$ cat config.mk
export PLATFORM = sky130hd
export DESIGN_NAME = fpu_shift_arb
export DESIGN_NICKNAME = d
export VERILOG_FILES = /design/src/rtl/fpu_shift_arb.sv
export SDC_FILE = /design/constraint.sdc
export NUM_CORES = 1
export LEC_CHECK = 0
export CAP_MARGIN = 20
export CORE_AREA = 2 2 104 66
export CTS_BUF_LIST = sky130_fd_sc_hd__clkbuf_8
export DETAILED_ROUTE_END_ITERATION = 16
export DIE_AREA = 0 0 106 68
export PLACE_DENSITY = 0.86
export SETUP_SLACK_MARGIN = 0.02
export SLEW_MARGIN = 20
export SYNTH_ARGS = -nofsm -noshare
export SYNTH_HDL_FRONTEND = slang
export SYNTH_SLANG_ARGS = --single-unit
$ cat constraint.sdc
create_clock -name clk -period 3.7 [get_ports clk]
set_clock_uncertainty 0.2 [all_clocks]
set_input_delay 0.74 -clock clk [delete_from_list [all_inputs] [get_ports clk]]
set_output_delay 0.74 -clock clk [all_outputs]
set_load 0.005 [all_outputs]
$ cat src/rtl/fpu_shift_arb.sv
`timescale 1ns/1ps
// Shared 16-bit logical right shifter for the FPU execute stage: round-robin
// arbitration among NREQ requesters, sticky-bit generation, one registered result slot.
module fpu_shift_arb #(
  parameter int NREQ = 3,
  parameter int IDW  = $clog2(NREQ)
) (
  input  logic                 clk,
  input  logic                 rst,
  input  logic [NREQ-1:0]      req_valid,
  output logic [NREQ-1:0]      req_ready,
  input  logic [16*NREQ-1:0]   req_data,
  input  logic [5*NREQ-1:0]    req_shamt,
  output logic                 resp_valid,
  input  logic                 resp_ready,
  output logic [IDW-1:0]       resp_id,
  output logic [15:0]          resp_data,
  output logic                 resp_sticky,
  output logic                 busy
);

  logic [IDW-1:0] ptr_q, ptr_d;
  logic           resp_valid_q, resp_valid_d;
  logic [IDW-1:0] resp_id_q, resp_id_d;
  logic [15:0]    resp_data_q, resp_data_d;
  logic           resp_sticky_q, resp_sticky_d;

  logic            can_accept;
  logic            found;
  logic            xfer;
  logic [NREQ-1:0] grant;
  logic [IDW-1:0]  gnt_idx;
  logic [IDW:0]    cand;
  logic [15:0]     op_data;
  logic [4:0]      op_shamt;
  logic [15:0]     sh_v;
  logic            sh_sticky;

  assign can_accept = !rst && (!resp_valid_q || resp_ready);

  // Scan upward from ptr, wrapping at NREQ; first valid requester wins.
  always_comb begin
    grant   = '0;
    gnt_idx = '0;
    found   = 1'b0;
    cand    = '0;
    for (int k = 0; k < NREQ; k++) begin
      cand = {1'b0, ptr_q} + (IDW+1)'(k);
      if (cand >= (IDW+1)'(NREQ)) cand = cand - (IDW+1)'(NREQ);
      if (!found && req_valid[cand[IDW-1:0]]) begin
        found                  = 1'b1;
        gnt_idx                = cand[IDW-1:0];
        grant[cand[IDW-1:0]]   = 1'b1;
      end
    end
  end

  assign req_ready = can_accept ? grant : '0;
  assign xfer      = can_accept && found;

  always_comb begin
    op_data  = '0;
    op_shamt = '0;
    for (int i = 0; i < NREQ; i++) begin
      if (gnt_idx == IDW'(i)) begin
        op_data  = req_data[16*i +: 16];
        op_shamt = req_shamt[5*i +: 5];
      end
    end
  end

  // Barrel stages 1/2/4/8 collect the bits they drop; bit 4 flushes whatever remains.
  always_comb begin
    sh_v      = op_data;
    sh_sticky = 1'b0;
    if (op_shamt[0]) begin
      sh_sticky = sh_sticky | sh_v[0];
      sh_v      = {1'b0, sh_v[15:1]};
    end
    if (op_shamt[1]) begin
      sh_sticky = sh_sticky | (|sh_v[1:0]);
      sh_v      = {2'b0, sh_v[15:2]};
    end
    if (op_shamt[2]) begin
      sh_sticky = sh_sticky | (|sh_v[3:0]);
      sh_v      = {4'b0, sh_v[15:4]};
    end
    if (op_shamt[3]) begin
      sh_sticky = sh_sticky | (|sh_v[7:0]);
      sh_v      = {8'b0, sh_v[15:8]};
    end
    if (op_shamt[4]) begin
      sh_sticky = sh_sticky | (|sh_v);
      sh_v      = '0;
    end
  end

  always_comb begin
    ptr_d         = ptr_q;
    resp_valid_d  = resp_valid_q;
    resp_id_d     = resp_id_q;
    resp_data_d   = resp_data_q;
    resp_sticky_d = resp_sticky_q;
    if (xfer) begin
      ptr_d         = (gnt_idx == IDW'(NREQ-1)) ? '0 : gnt_idx + IDW'(1);
      resp_valid_d  = 1'b1;
      resp_id_d     = gnt_idx;
      resp_data_d   = sh_v;
      resp_sticky_d = sh_sticky;
    end else if (resp_valid_q && resp_ready) begin
      resp_valid_d = 1'b0;
    end
  end

  always_ff @(posedge clk) begin
    if (rst) begin
      ptr_q         <= '0;
      resp_valid_q  <= 1'b0;
      resp_id_q     <= '0;
      resp_data_q   <= '0;
      resp_sticky_q <= 1'b0;
    end else begin
      ptr_q         <= ptr_d;
      resp_valid_q  <= resp_valid_d;
      resp_id_q     <= resp_id_d;
      resp_data_q   <= resp_data_d;
      resp_sticky_q <= resp_sticky_d;
    end
  end

  assign resp_valid  = resp_valid_q;
  assign resp_id     = resp_id_q;
  assign resp_data   = resp_data_q;
  assign resp_sticky = resp_sticky_q;
  assign busy        = resp_valid_q || (|req_valid);

endmodule
After elaboration in Yosys (flattened, before gate mapping)

Cells that the tools add are included.

Output and inout port bits: 24
Word-level logic and storage cells: 93
Register bits after elaboration: 22

Equal/unequal tests: 2
Reduce and logical (&&, ||, !) cells: 21
Add/subtract/negate cells: 6
Magnitude comparators: 9
Muxes and demuxes: 44
Bitwise operators: 6

Operators by type and width:

| operator                                                               | count |
|---|---|
| 16-bit two-way mux                                                     | 8 |
| 1-bit two-way mux                                                      | 16 |
| 16-bit OR reduction                                                    | 1 |
| 5-bit two-way mux                                                      | 3 |
| 2-bit two-way mux                                                      | 7 |
| 3-bit two-way mux                                                      | 4 |
| 2-bit by 3-bit < comparator with 1-bit output (second input constant)  | 3 |
| 1-bit logical AND                                                      | 8 |
| 8-bit OR reduction                                                     | 1 |
| 1-bit binary-select mux with 2-bit select                              | 3 |
| 1-bit demux with 2-bit select                                          | 3 |
| 2-bit by 1-bit >= comparator with 1-bit output (second input constant) | 3 |
| 3-bit by 2-bit >= comparator with 1-bit output (second input constant) | 2 |
| 3-bit bitwise OR                                                       | 2 |
| 2-bit subtractor (second input constant)                               | 3 |
| 1-bit logical NOT                                                      | 4 |
| 1-bit bitwise OR                                                       | 4 |
| 4-bit OR reduction                                                     | 1 |
| 2-bit by 1-bit adder with 3-bit output (second input constant)         | 1 |
| 2-bit by 2-bit adder with 3-bit output (second input constant)         | 1 |
| 3-bit OR reduction                                                     | 1 |
| 2-bit by 1-bit adder with 2-bit output (second input constant)         | 1 |
| 2-bit by 1-bit == test with 1-bit output (second input constant)       | 1 |
| 2-bit == test (second input constant)                                  | 1 |
| other kinds (5)                                                        | 6 |

Logic depth before layout (Yosys ltp)

Word-level depth: 25
Gate-level depth with buffers: 17
Mapped depth without buffers: 13

Least setup slack after synthesis

No wires, ideal clock.

Path kind: register -> register
Start point: register ptr_q[0]
End point: register resp_sticky_q, in the netlist resp_sticky
Clock period less this slack: 3.781 ns
Arrival time: 3.455 ns
Buffers on the path: 2
Stages on the path, launching flop included: 16
Setup slack: -0.081 ns
Setup time: 0.125 ns
Path through: dfxtp_1 > inv_1 > ha_1 > buf_2 > nor2b_1 > o41a_1 > buf_4 > o211a_2 > a311oi_4 > nor2_1 > a2111oi_1 > o31ai_1 > a21oi_1 > nand3_1 > a2111oi_2 > o21ai_1

Cells in the longest elaborated chain, start to end: 25

Ends and longest elaborated chain:

| element                                                                         | RTL line | source |
|---|---|---|
| start, declared                                                                 | 22       | `logic [IDW-1:0] ptr_q, ptr_d;` |
| start signal, assigned                                                          | 123      | `ptr_q <= ptr_d;` |
| branches (longest 25 deep; another with 2-bit by 1-bit adder with 3-bit output) | n/a      |  |
| end signal, assigned                                                            | 127      | `resp_sticky_q <= resp_sticky_d;` |
| end, declared                                                                   | 26       | `logic resp_sticky_q, resp_sticky_d;` |

Parallel ways; which one is timed is not known. The select of a mux whose other input is x is not followed.
A chain may end at the register's enable or synchronous reset.

Worst setup path in the final report

Start point: register ptr_q[1]
End point: register resp_sticky_q, in the netlist resp_sticky

Same word-level chain as after synthesis.

==> flow_summary_export.csv <==
group,metric,value,unit
status,failed_checks,"setup timing",
clocking,cts_root_buf,"sky130_fd_sc_hd__clkbuf_8",
global_route,number_of_global_route_vias_before_repair,3944,
sta,timing.hold.ws,0.323,ns
clocking,postCtsHoldBufs,0,
synth,synth_cells,352,
synth,syn_nets,425,
setup_path,timing.critical_path.arrival,4.21,ns
finish,final_layout_size_suffix_gt1_share,45.6,%
setup_path,worst_setup_path_startpoint,"ptr_q[1]",
synth,synthFlopType,"sky130_fd_sc_hd__dfxtp_1",
sta,setup-violations-final,14,
placement,dp.final_hpwl,8.59,mm
power,totalPowerFinal,6770,uW
sta,report.final.hold_viol_count,0,
finish,layout_commonest_cell,"sky130_fd_sc_hd__buf_4",
detailed_routing,route.detailed.wl_per_inst,25.9,um
synth,synth_area_per_cell,7.44,um2
sta,setup_tns,-2.71,ns
clocking,cts_made_buffers,3,
sta,final.min_clock_period,4.27,ns
finish,insertedDiodeCount,0,
detailed_routing,detail_route.wirelength,16.9,mm
global_route,gr-usage-all-layers,36.4,%
finish,layout.cells.most_common_list,"127 x sky130_fd_sc_hd__buf_4, 89 x sky130_fd_sc_hd__clkdlybuf4s50_1, 38 x sky130_fd_sc_hd__nor2_1",
power,p_leak,0.00239,uW
clocking,tritoncts_num_sinks,22,
clocking,cts.reportedPaths.clkPinSlew,0.09,ns
detailed_routing,detailroute.via_count,4567,
sta,highest_clock_rate,0.234,GHz
detailed_routing,drt.antenna.violating_nets,0,
synth,ys_seq_elements,22,
detailed_routing,number_of_detailed_route_iterations_in_the_first_pass,6,
finish,fin_area,5530,um2
detailed_routing,detail_route.iter0.violations,695,
status,run_status,"finished, violations left",
sta,timing.final.crit_share,115,%
clocking,cts_tree,"yes",
detailed_routing,route.detailed.vias_per_inst,7.03,
synth,synth.yosys.seq_area_share,16.8,%
floorplan,die_area,7210,um2
floorplan,die-width,106,um
global_route,grt.overflow.total,0,
sta,maxSlewHeadroom,60.7,%
setup_path,crit_required,3.64,ns
setup_path,critPathLaunchType,"flop",
worst_hold_path,hold_path.startpoint,"resp_data[1]",
finish,postLayoutCoreUtil,87.0,%
sta,postLayoutSetupSlackWorst,-0.571,ns
placement,placement.io_buffers,92,
power,vdd_ir_drop_max,0.686,mV
placement,globalplace.congestion,0.995,
floorplan,num_io_pins,93,
finish,nets,637,
sta,setup_repair_after_global_routing_missed_its_margin,"true",
job,max_cap_viol_count,0,
setup_path,rr_startpoint,"ptr_q[1]",
synth,post_synth_num_cell_types,63,
clocking,clock_latency_reported_for_the_late_side_of_the_worst_skew_pair,0.27,ns
clocking,cts.htree.levels,1,
setup_path,end_kind,"flop",
worst_hold_path,timing.hold.worst.class,"flop to flop",
synth,async_flop_share,0,%
clocking,clk_path_buf_depth,2,
setup_path,critPathMaxFanout,8,
power,pwr_density_cell,1220,nW/um2
synth,synth-warning-count,0,
global_route,grt_start_max_net_pins,22,
placement,post_dp_cell_area,4400,um2
synth,mappedNetlistArea,2620,um2
detailed_routing,drc,0,
floorplan,die-height,68,um
synth,synth_edf_count,0,
floorplan,initial_core_util,41.2,%
floorplan,design.core.area,6360,um2
global_route,antenna_violations_before_repair,0,
global_route,grt_pass1_wl,20.5,mm
finish,syn_to_final_growth,111,%
sta,worst-slew-pin-transition,0.583,ns
setup_path,worstSetupPathType,"flop to flop",
floorplan,fp-row-count,23,
sta,slew_violations,0,
==> sequential cells by signal, summed over array words and instances, names as in the netlist <==
| register | flops |
|---|---|
| resp_data | 16 |
| ptr_q | 2 |
| resp_id | 2 |
| resp_sticky | 1 |
| resp_valid | 1 |
==> final timing paths <==
check                           cells past startpoint            to  slack [ns]
worst max-delay path                               17   resp_sticky       -0.57
worst min register to register                      2  resp_data[1]        0.32
worst max register to register                     17   resp_sticky       -0.57
worst min-delay path                                2  resp_data[1]        0.32
==> stage by stage <==
step | instances | setup slack (ns)
finish | 650 | -0.571
global route | 650 | -0.576
CTS | 626 | -0.0822
detailed placement | 602 | -0.797
global placement | 602 | -0.706
floorplan | 352 | 0.0202
==> metal layers <==
metal / track usage (%) / part of all wire, % / routed length [um] / vias to the layer above
met5: 0 / 0 / 0 / -
met4: 11.7 / 7.5 / 1270 / 0
met3: 10.1 / 13 / 2160 / 169
met2: 65.0 / 43 / 7320 / 504
met1: 43.4 / 36 / 6100 / 2092
li1: - / - / - / 1802
==> logic make-up after synthesis <==
family                     after synthesis  share of synthesized area, %
AOI/OAI and AO/OA                      153                          47.7
muxes                                   19                          7.26
and+or+nand+nor                        115                          19.8
buffers and inverters                   39                          6.55
DFF                                     22                          16.8
adders and majority gates                4                          1.91
==> report_power, final <==
group          leakage [uW]  internal [uW]  switching [uW]
logic               0.00217           2930            3260
clock network     0.0000357            145            88.3
registers          0.000180            304            49.6
total               0.00239           3380            3390
==> critical path, stage by stage (launching register included) <==
cell and delay (ns):
sky130_fd_sc_hd__dfxtp_2 0.35, sky130_fd_sc_hd__buf_6 0.12, sky130_fd_sc_hd__ha_4 0.26, sky130_fd_sc_hd__nor4bb_4 0.39, sky130_fd_sc_hd__o41a_1 0.33, sky130_fd_sc_hd__o21ai_2 0.12, sky130_fd_sc_hd__buf_12 0.16, sky130_fd_sc_hd__buf_6 0.15
sky130_fd_sc_hd__buf_4 0.17, sky130_fd_sc_hd__a311oi_2 0.23, sky130_fd_sc_hd__buf_4 0.17, sky130_fd_sc_hd__mux2i_2 0.09, sky130_fd_sc_hd__a22oi_2 0.30, sky130_fd_sc_hd__nand4_1 0.24, sky130_fd_sc_hd__a21oi_2 0.23, sky130_fd_sc_hd__nand3_2 0.12
sky130_fd_sc_hd__a2111oi_4 0.36, sky130_fd_sc_hd__o21ai_1 0.15
==> cell usage after synthesis, types with 3 or more instances <==
master                     instances  share of area (%)
sky130_fd_sc_hd__a211oi_1          7                2.0
sky130_fd_sc_hd__a21oi_1          19                3.6
sky130_fd_sc_hd__a22oi_1          13                3.7
sky130_fd_sc_hd__a311oi_1         12                4.0
sky130_fd_sc_hd__a31oi_1           4               0.96
sky130_fd_sc_hd__buf_2            10                1.9
sky130_fd_sc_hd__clkbuf_1         18                2.6
sky130_fd_sc_hd__dfxtp_1          22                 17
sky130_fd_sc_hd__ha_1              4                1.9
sky130_fd_sc_hd__inv_1             7                1.0
sky130_fd_sc_hd__mux2i_1          19                7.3
sky130_fd_sc_hd__nand2_1          29                4.2
sky130_fd_sc_hd__nand2b_1          5                1.2
sky130_fd_sc_hd__nand3_1           4               0.76
sky130_fd_sc_hd__nor2_1           48                6.9
sky130_fd_sc_hd__nor2b_1           4               0.96
sky130_fd_sc_hd__nor3_1           12                2.3
sky130_fd_sc_hd__o211a_1          31                 12
sky130_fd_sc_hd__o211ai_1          4                1.1
sky130_fd_sc_hd__o21a_1            3               0.86
sky130_fd_sc_hd__o21ai_0          16                3.1
sky130_fd_sc_hd__o21ai_1           4               0.76
sky130_fd_sc_hd__o22ai_1           4               0.96
sky130_fd_sc_hd__o31ai_1           3               0.86
==> timing repair <==
action / CTS / global route
pin swaps: 23 / 37
setup buffers: 18 / 24
resized for setup: 86 / 64
setup endpoints to repair: 18 / 18
cloned: 2 / 1
==> cell type report <==
type                            count  area [um2]
Timing Repair Buffer              239        2160
Inverter                            7        26.3
Clock buffer                        3        41.3
Clock inverter                      1        30.0
Tap cell                           87         109
Fill cell                         261         828
Sequential cell                    22         445
Multi-Input combinational cell    291        2720
Note: power is estimated with default switching activity, not from simulation.
==> patch, RTL diff (same flow settings) <==
`NREQ`: 3 -> 2.
--- a/src/rtl/fpu_shift_arb.sv
+++ b/src/rtl/fpu_shift_arb.sv
@@ -2,7 +2,7 @@
 // Shared 16-bit logical right shifter for the FPU execute stage: round-robin
 // arbitration among NREQ requesters, sticky-bit generation, one registered result slot.
 module fpu_shift_arb #(
-  parameter int NREQ = 3,
+  parameter int NREQ = 2,
   parameter int IDW  = $clog2(NREQ)
 ) (
   input  logic                 clk,
Ports: changed (5 resized); port bits go from 93 to 69. The function was not compared with the original's and may differ.
==> patch against the original RTL <==
- synthesized area shrank 14%
- design area shrank 40%
- routed wire length shrank 53%
- synthesized cell count shrank 23%
- setup slack gained 0.76 ns
- worst hold slack lost 0.063 ns
- sequential cell count shrank 2
- critical path depth shrank 12
- critical path type is now in -> out
- critical endpoint is now req_ready[1]
Power is left out: it rests on default switching activity, and per cell area and clock period it moved more than threefold.
==> patch: results (changes against the original RTL) <==
- Worst-path cell with the longest stage delay: clkdlybuf4s50_1
- Largest cells by area after synthesis: dfxtp_1 (18%), mux2i_1 (12%), mux4_2 (10%), nor2_1 (5.7%), nand2_1 (4.0%)
- Clock latency on the worst-skew pair: 0.25 ns (-0.02 ns)
- Hold Path Sink: resp_data[2]
- Synth warnings: 0 (unchanged)
- RR Startpoint: ptr_q
- Pin count of the biggest net entering global routing: 23 (+4.5%)
- Synth-to-Final Area Change: 46.9%
- Nets: 410 (-36%)
- Mapped Nets: 319 (-25%)
- GRT Total Usage: 0.223 (-0.141)
- Vias per std cell: 5.71 (-19%)
- Hold_sp: resp_data[2]
- Worst slew pin tran: 0.889 ns (+0.307 ns)
- CP endpoint: req_ready[1]
- Post-synth top cells: nor2_1 (34), mux2i_1 (28), nand2_1 (24)
- CP max stage delay: 0.55 ns (+0.16 ns)
- Crit path from: req_valid[0]
- Share of layout cells above drive strength 1: 0.191 (-0.266)
- Worst path arrival time: 2.57 ns (-1.64 ns)
- Multiplexer share of the synthesized area: 0.295 (+0.222)
- Crit path max-delay family: buffers and inverters
- DP Wirelength: 6520 µm (-24%)
- Compound-Gate Fraction of Synth Area: 0.254 (-0.223)
- First-pass GRT wire length: 12600 µm (-39%)
- Area share of fa/ha/maj cells after synthesis: 0 (-0.0191)
- Flop-to-flop setup slack: 0.86 ns (+1.43 ns)
- Reg clk slew, reported paths: 0.07 ns (-0.02 ns)
- Placed Area: 3240 µm² (-26%)
- Vias in the first global route: 2475 (-37%)
- Number of fill cells: 600 (+130%)
- Outcome: complete, no violations
- Placed Cells incl. Taps: 445 (-26%)
- DR iter-0 viols: 200 (-71%)
==> patch: changes by cell type in the layout (fill, tap and decap cells not counted), moves of 8 or more <==
cell             delta
o211a_1            -30
mux4_2             +10
buf_4              -90
mux2i_1            +22
a311oi_4            -9
mux2i_4            -10
nand3_1             +8
clkdlybuf4s50_1    -21
buf_6              -10
==> patch: kinds of logic (layout without fill, tap and decap cells) <==
group / after synthesis / in the layout
AO/OA/AOI/OAI: 79 / 79
flip-flops: 20 / 20
multiplexers: 48 / 48
AND/OR/NAND/NOR: 101 / 101
buffers and inverters: 24 / 114
==> patch: area by class of cell <==
type / instances / area share
Clock buffer: 4 / 0.0167
Tap cell: 87 / 0.0330
Timing Repair Buffer: 107 / 0.302
Sequential cell: 20 / 0.121
Inverter: 3 / 0.00341
Multi-Input combinational cell: 228 / 0.523
==> patch: stage by stage <==
| stage | worst slack [ns] | setup TNS (ns) |
|---|---|---|
| floorplan | 0.664 | 0 |
| global placement | 0.0231 | 0 |
| detailed placement | -0.0189 | -0.0189 |
| CTS | 0.107 | 0 |
| global route | 0.0507 | 0 |
| finish | 0.189 | 0 |
==> patch: repair_timing <==
item / in CTS / in global routing
resized for setup: 0 / 1
buffers inserted: 0 / 0
hold endpoints to repair: 0 / 0
setup endpoints to repair: 0 / 1
==> patch: worst min-delay path, stage by stage, from the launching register on <==
cell     delay [ns]
dfxtp_1        0.31
nand2_1        0.05
a21oi_1        0.05
==> patch: routing by layer <==
layer	vias to the layer above	track usage	wire, µm
met2	111	0.352	3300
met4	0	0.0263	38
met3	4	0.0600	725
met1	1221	0.315	3800
li1	1227	-	-
met5	-	0	0
